<file path="config.mk">
export PLATFORM = sky130hd
export DESIGN_NAME = dma_engine
export DESIGN_NICKNAME = d
export VERILOG_FILES = /design/src/rtl/dma_engine.sv
export SDC_FILE = /design/constraint.sdc
export NUM_CORES = 1
export LEC_CHECK = 0
export CAP_MARGIN = 5
export CORE_MARGIN = 2
export CORE_UTILIZATION = 35
export DETAILED_ROUTE_END_ITERATION = 7
export PLACE_DENSITY_LB_ADDON = 0.08
export SYNTH_ARGS = -nofsm -noshare
export SYNTH_HDL_FRONTEND = slang
export SYNTH_SLANG_ARGS = --single-unit
</file>
<file path="constraint.sdc">
create_clock -name clk -period 7.25 [get_ports clk]
set_input_delay 0.725 -clock clk [delete_from_list [all_inputs] [get_ports clk]]
set_output_delay 0.725 -clock clk [all_outputs]
set_load 0.02 [all_outputs]
</file>
<file path="src/rtl/dma_engine.sv">
// Word-block DMA between DRAM and the SRAM scratchpad, plus SRAM fill; stalls the pipeline while busy.
// Latency: command accepted combinationally in IDLE, dmaDone pulses one cycle after the last destination write.
// Backpressure: source side halts while the FIFO is full; DRAM requests hold until dramAck.

module dma_fifo #(
    parameter int DEPTH = 4,
    parameter int W     = 32,
    parameter int PTR_W = $clog2(DEPTH)
) (
    input  logic             clk,
    input  logic             reset,
    input  logic             clr,
    input  logic             push,
    input  logic             pop,
    input  logic [W-1:0]     push_dat,
    output logic [W-1:0]     head_dat,
    output logic [PTR_W:0]   count
);
    logic [W-1:0]     mem_q [DEPTH];
    logic [PTR_W-1:0] wr_ptr_q, rd_ptr_q;
    logic [PTR_W:0]   count_q;

    assign head_dat = mem_q[rd_ptr_q];
    assign count    = count_q;

    always_ff @(posedge clk) begin
        if (reset || clr) begin
            wr_ptr_q <= '0;
            rd_ptr_q <= '0;
            count_q  <= '0;
        end else begin
            if (push) wr_ptr_q <= wr_ptr_q + PTR_W'(1);
            if (pop)  rd_ptr_q <= rd_ptr_q + PTR_W'(1);
            case ({push, pop})
                2'b10:   count_q <= count_q + (PTR_W+1)'(1);
                2'b01:   count_q <= count_q - (PTR_W+1)'(1);
                default: count_q <= count_q;
            endcase
        end
    end

    always_ff @(posedge clk) begin
        if (push) mem_q[wr_ptr_q] <= push_dat;
    end
endmodule

module dma_engine #(
    parameter int ADDR_W     = 32,
    parameter int WIDTH_W    = 10,
    parameter int FIFO_DEPTH = 4
) (
    input  logic               clk,
    input  logic               reset,
    input  logic [1:0]         dmaCmd,
    input  logic [ADDR_W-1:0]  dmaSrcAddress,
    input  logic [ADDR_W-1:0]  dmaDstAddress,
    input  logic [WIDTH_W-1:0] dmaWidth,
    output logic               stall,
    output logic               dmaDone,
    output logic               dramReq,
    output logic               dramWrite,
    output logic [ADDR_W-1:0]  dramAddress,
    output logic [31:0]        dramWriteData,
    input  logic               dramAck,
    input  logic [31:0]        dramReadData,
    output logic [ADDR_W-1:0]  sramAddress,
    output logic               sramWriteEnable,
    output logic [31:0]        sramWriteData,
    input  logic [31:0]        sramReadData
);
    localparam int CNT_W = $clog2(FIFO_DEPTH) + 1;
    localparam logic [ADDR_W-1:0] WORD_STEP = ADDR_W'(4);

    typedef enum logic [1:0] {IDLE, XFER, FILL, DONE} state_t;

    state_t              state_q, state_d;
    logic                s2d_q, s2d_d;
    logic [ADDR_W-1:0]   src_q, src_d, dst_q, dst_d;
    logic [WIDTH_W-1:0]  width_q, width_d, fetched_q, fetched_d, written_q, written_d;
    logic                accept, can_fetch, fifo_nonempty;
    logic                push, pop, fifo_clr;
    logic [31:0]         push_dat, head_dat;
    logic [CNT_W-1:0]    fifo_cnt;

    function automatic logic [ADDR_W-1:0] word_addr(input logic [ADDR_W-1:0] a);
        return {a[ADDR_W-1:2], 2'b00};
    endfunction

    assign accept        = (state_q == IDLE) && (dmaCmd != 2'b00) && (dmaWidth != '0);
    // Registered count only: a pop in the same cycle must not let a push through.
    assign can_fetch     = (state_q == XFER) && (fetched_q != width_q)
                           && (fifo_cnt < CNT_W'(FIFO_DEPTH));
    assign fifo_nonempty = (fifo_cnt != '0);

    always_comb begin
        state_d         = state_q;
        s2d_d           = s2d_q;
        src_d           = src_q;
        dst_d           = dst_q;
        width_d         = width_q;
        fetched_d       = fetched_q;
        written_d       = written_q;
        push            = 1'b0;
        pop             = 1'b0;
        fifo_clr        = 1'b0;
        push_dat        = dramReadData;
        stall           = 1'b0;
        dmaDone         = 1'b0;
        dramReq         = 1'b0;
        dramWrite       = 1'b0;
        dramAddress     = '0;
        dramWriteData   = '0;
        sramAddress     = '0;
        sramWriteEnable = 1'b0;
        sramWriteData   = '0;

        case (state_q)
            IDLE: begin
                if (accept) begin
                    stall     = 1'b1;
                    s2d_d     = (dmaCmd == 2'b10);
                    src_d     = dmaSrcAddress;
                    dst_d     = dmaDstAddress;
                    width_d   = dmaWidth;
                    fetched_d = '0;
                    written_d = '0;
                    fifo_clr  = 1'b1;
                    state_d   = (dmaCmd == 2'b11) ? FILL : XFER;
                end
            end
            XFER: begin
                stall = 1'b1;
                if (!s2d_q) begin
                    dramReq         = can_fetch;
                    dramAddress     = word_addr(src_q);
                    push            = can_fetch && dramAck;
                    push_dat        = dramReadData;
                    sramWriteEnable = fifo_nonempty;
                    sramAddress     = word_addr(dst_q);
                    sramWriteData   = head_dat;
                    pop             = fifo_nonempty;
                end else begin
                    sramAddress     = word_addr(src_q);
                    push            = can_fetch;
                    push_dat        = sramReadData;
                    dramReq         = fifo_nonempty;
                    dramWrite       = fifo_nonempty;
                    dramAddress     = word_addr(dst_q);
                    dramWriteData   = head_dat;
                    pop             = fifo_nonempty && dramAck;
                end
                if (push) begin
                    src_d     = src_q + WORD_STEP;
                    fetched_d = fetched_q + WIDTH_W'(1);
                end
                if (pop) begin
                    dst_d     = dst_q + WORD_STEP;
                    written_d = written_q + WIDTH_W'(1);
                    if (written_q + WIDTH_W'(1) == width_q) state_d = DONE;
                end
            end
            FILL: begin
                stall           = 1'b1;
                sramWriteEnable = 1'b1;
                sramAddress     = word_addr(dst_q);
                sramWriteData   = 32'(src_q);
                dst_d           = dst_q + WORD_STEP;
                written_d       = written_q + WIDTH_W'(1);
                if (written_q + WIDTH_W'(1) == width_q) state_d = DONE;
            end
            DONE: begin
                // Held instruction still presents its command here; leaving via IDLE next cycle avoids a re-trigger.
                dmaDone = 1'b1;
                state_d = IDLE;
            end
            default: state_d = IDLE;
        endcase
    end

    always_ff @(posedge clk) begin
        if (reset) begin
            state_q   <= IDLE;
            s2d_q     <= 1'b0;
            src_q     <= '0;
            dst_q     <= '0;
            width_q   <= '0;
            fetched_q <= '0;
            written_q <= '0;
        end else begin
            state_q   <= state_d;
            s2d_q     <= s2d_d;
            src_q     <= src_d;
            dst_q     <= dst_d;
            width_q   <= width_d;
            fetched_q <= fetched_d;
            written_q <= written_d;
        end
    end

    dma_fifo #(.DEPTH(FIFO_DEPTH), .W(32)) u_fifo (
        .clk      (clk),
        .reset    (reset),
        .clr      (fifo_clr),
        .push     (push),
        .pop      (pop),
        .push_dat (push_dat),
        .head_dat (head_dat),
        .count    (fifo_cnt)
    );
endmodule

</file>
==> flow_summary.yaml <==
outcome:
  run_status: "complete, no violations"
yosys:
  netlist_area_um2: 12900
  synth_sequential_area_ratio_pct: 46.0
  synth_top_flop_cell: "sky130_fd_sc_hd__edfxtp_1"
  synth_edf_count: 128
  ys_async_sr_fraction_pct: 0
  synth.ff_latch_count: 232
  synth_cell_types: 82
  warning_count_from_the_yosys_run: 0
  synthesis.area_per_instance_um2: 10.2
  synth_cells: 1268
placed_design:
  place_hpwl_um: 29000
  gpl.final_weighted_congestion: 0.804
  detailed_place.area_um2: 15800
  io_buffers: 269
routing:
  dr.first_iter.drc_count: 741
  drt_drc_violations_left: 0
  antenna_left: 0
  route.vias.total: 10900
  drt-pass1-iter-count: 5
  routed_via_density: 5.55
  drt-wirelength-per-cell_um: 21.4
  postRouteWirelength_um: 42100
grt:
  first_global_vias: 10400
  global_route_wire_length_before_repair_um: 64000
  maximum_number_of_pins_on_one_net_before_global_route_repair: 75
  overflow: 0
  grt_use_total_pct: 21.5
  grt_antenna_before_repair: 4
pwr:
  cellPowerDensity_nw_per_um2: 305
  peakVddDrop_uv: 219
  finalPower_uw: 5100
  leakagePower_uw: 0.00538
timing:
  post-route-min-period_ns: 4.36
  worst_clock_skew_ns: 0.0107
  fin_setup_tns_ns: 0
  post-route-period-util_pct: 60.2
  finalHoldViolCount: 0
  report.final.slew_viol_count: 0
  finalSetupViolations: 0
  rsz0062_at_grt: "false"
  achievable-frequency_ghz: 0.229
  max_slew_headroom_at_the_worst_pin_pct: 37.0
  max_slew.worst_pin.slew_ns: 0.945
worst_setup_path:
  critical_path_class: "reg -> out"
  cp_max_fo: 49
  critical_path_required_ns: 6.52
  timing.critical_path.to_type: "output port"
  crit_arrival_ns: 3.64
  critical_path.startpoint_type: "register"
layout:
  commonest_non_fill_non_tap_cell_in_the_layout: "sky130_fd_sc_hd__clkdlybuf4s50_1"
  nFillCells: 3506
  syn2layout_area_growth_pct: 29.8
  share_of_layout_cells_above_drive_strength_1_pct: 11.5
  layout.cells.most_common_list: "sky130_fd_sc_hd__clkdlybuf4s50_1, sky130_fd_sc_hd__nor2_1, sky130_fd_sc_hd__edfxtp_1, sky130_fd_sc_hd__dfxtp_1, sky130_fd_sc_hd__a21oi_1"
  number_of_nets_in_the_layout: 1637
  sequential_cell_area_um2: 5930
  postLayoutCellArea_um2: 16700
  multi_input_area_um2: 6380
clock_tree:
  clock_latency_ns: 0.54
  cts_hold_repair.buffers: 0
  cts.repair_timing.setup_buffer_count: 0
  ctsRootBufferMaster: "sky130_fd_sc_hd__clkbuf_16"
  cts.htree.levels: 1
  cts_repair_resize_count: 0
  cts.sinks: 232
  tritoncts_clock_tree: "yes"
  clk_path_buf_depth: 3
  cts.reportedPaths.clkPinSlew_ns: 0.06
  clock_buffer_count_from_cts: 27
floorplan:
  num_io_pins: 276
  start_util_pct: 35.3
  die_height_um: 196
  floorplan.core_area_um2: 36400
  num_rows: 70
  design.die.area_um2: 38300
  chipWidth_um: 196
flow_run:
  max_cap_viol_count: 0
min_path:
  worstHoldPathType: "reg -> reg"
worst paths after layout:
kind / start / end / slack [ns] / cells after the start
max: state_q[1] / sramAddress[18] / 2.89 / 11
min reg2reg: src_q[1] / src_q[1] / 0.49 / 2
max reg2reg: state_q[1] / u_fifo.count[2] / 3.75 / 14
min: src_q[1] / src_q[1] / 0.49 / 2
critical path, stage by stage, from the launching register on:
cell and delay [ns]:
sky130_fd_sc_hd__dfxtp_1 0.34, sky130_fd_sc_hd__inv_1 0.12, sky130_fd_sc_hd__ha_2 0.17, sky130_fd_sc_hd__buf_4 0.47
sky130_fd_sc_hd__inv_2 0.08, sky130_fd_sc_hd__nor2_2 0.10, sky130_fd_sc_hd__buf_4 0.37, sky130_fd_sc_hd__nor2_1 0.14
sky130_fd_sc_hd__nor2_2 0.10, sky130_fd_sc_hd__buf_4 0.33, sky130_fd_sc_hd__a22o_1 0.22, sky130_fd_sc_hd__clkdlybuf4s50_1 0.61
per-layer routing:
metal / GRT usage [%] / wire length (um) / up-vias
met5: 0 / 39 / -
met4: 5.13 / 841 / 6
met3: 5.29 / 3500 / 53
met2: 33.4 / 18600 / 402
met1: 30.3 / 19100 / 5287
li1: - / - / 5166
report_power, final:
part | internal [uW] | total (uW) | leakage (uW) | switching [uW]
Sequential | 1580 | 1950 | 0.00201 | 367
Clock | 791 | 1350 | 0.000414 | 561
Combinational | 716 | 1800 | 0.00296 | 1080
per-stage QoR:
stage | hold slack [ns] | utilization [%] | setup slack [ns] | instances
floorplan | 0.450 | - | 4.49 | 1271
global placement | 0.477 | 43.4 | 3.27 | 1917
detailed placement | 0.478 | 43.4 | 3.25 | 1917
CTS | 0.492 | 45.8 | 2.67 | 1965
global route | 0.502 | 45.9 | 2.64 | 1967
finish | 0.489 | 45.9 | 2.89 | 1967
sequential cells by signal, summed over array words and instances (netlist names), named ones only:
signal	cells
dst_q	30
fetched_q	10
s2d_q	1
src_q	32
state_q	2
u_fifo.count	3
u_fifo.mem_q	128
u_fifo.rd_ptr_q	2
u_fifo.wr_ptr_q	2
width_q	10
written_q	10
logic make-up after synthesis:
kind of cell / Yosys count / synth area share [%]
other: 1 / 0.0291
AOI/OAI and AO/OA: 319 / 16.9
xor gates and xnor gates: 26 / 1.77
muxes: 110 / 12.0
and+or+nand+nor: 430 / 17.2
adders and majority gates: 15 / 1.52
buffers and inverters: 135 / 4.66
DFF: 232 / 46.0
synth_stat cells (7+ instances only):
library cell | number | area (um2)
sky130_fd_sc_hd__nor4_1 | 11 | 68.8
sky130_fd_sc_hd__o21ai_0 | 51 | 255
sky130_fd_sc_hd__a31oi_1 | 9 | 56.3
sky130_fd_sc_hd__a22o_1 | 30 | 263
sky130_fd_sc_hd__a22oi_1 | 33 | 248
sky130_fd_sc_hd__nand2_1 | 80 | 300
sky130_fd_sc_hd__dfxtp_1 | 104 | 2080
sky130_fd_sc_hd__and4_1 | 8 | 70.1
sky130_fd_sc_hd__nand3_1 | 48 | 240
sky130_fd_sc_hd__xnor2_1 | 20 | 175
sky130_fd_sc_hd__buf_2 | 20 | 100
sky130_fd_sc_hd__o32ai_1 | 12 | 105
sky130_fd_sc_hd__buf_4 | 11 | 82.6
sky130_fd_sc_hd__and3_1 | 11 | 68.8
sky130_fd_sc_hd__nand4_1 | 14 | 87.6
sky130_fd_sc_hd__o22ai_1 | 14 | 87.6
sky130_fd_sc_hd__a21o_1 | 7 | 52.6
sky130_fd_sc_hd__nor3_1 | 23 | 115
sky130_fd_sc_hd__inv_1 | 22 | 82.6
sky130_fd_sc_hd__mux2_2 | 33 | 372
sky130_fd_sc_hd__ha_1 | 14 | 175
sky130_fd_sc_hd__clkbuf_1 | 71 | 267
sky130_fd_sc_hd__a211oi_1 | 26 | 195
sky130_fd_sc_hd__mux4_2 | 32 | 721
sky130_fd_sc_hd__mux2i_1 | 45 | 450
sky130_fd_sc_hd__or3_1 | 11 | 68.8
sky130_fd_sc_hd__edfxtp_1 | 128 | 3840
sky130_fd_sc_hd__a21oi_1 | 85 | 425
sky130_fd_sc_hd__a21oi_2 | 8 | 70.1
sky130_fd_sc_hd__nor2_1 | 138 | 518
sky130_fd_sc_hd__and2_1 | 8 | 50.1
sky130_fd_sc_hd__nor2b_1 | 45 | 282
final cells by class:
cell class	instances	share of cell area, %
multi-input cells	904	38.2
flip-flops and latches	232	35.5
repair buffers	291	17.1
clock buffers	31	4.13
well taps	468	3.50
clock inverters	17	1.09
inverters	23	0.516
diodes	1	0.0150
Power figures use the tool's default switching activity.
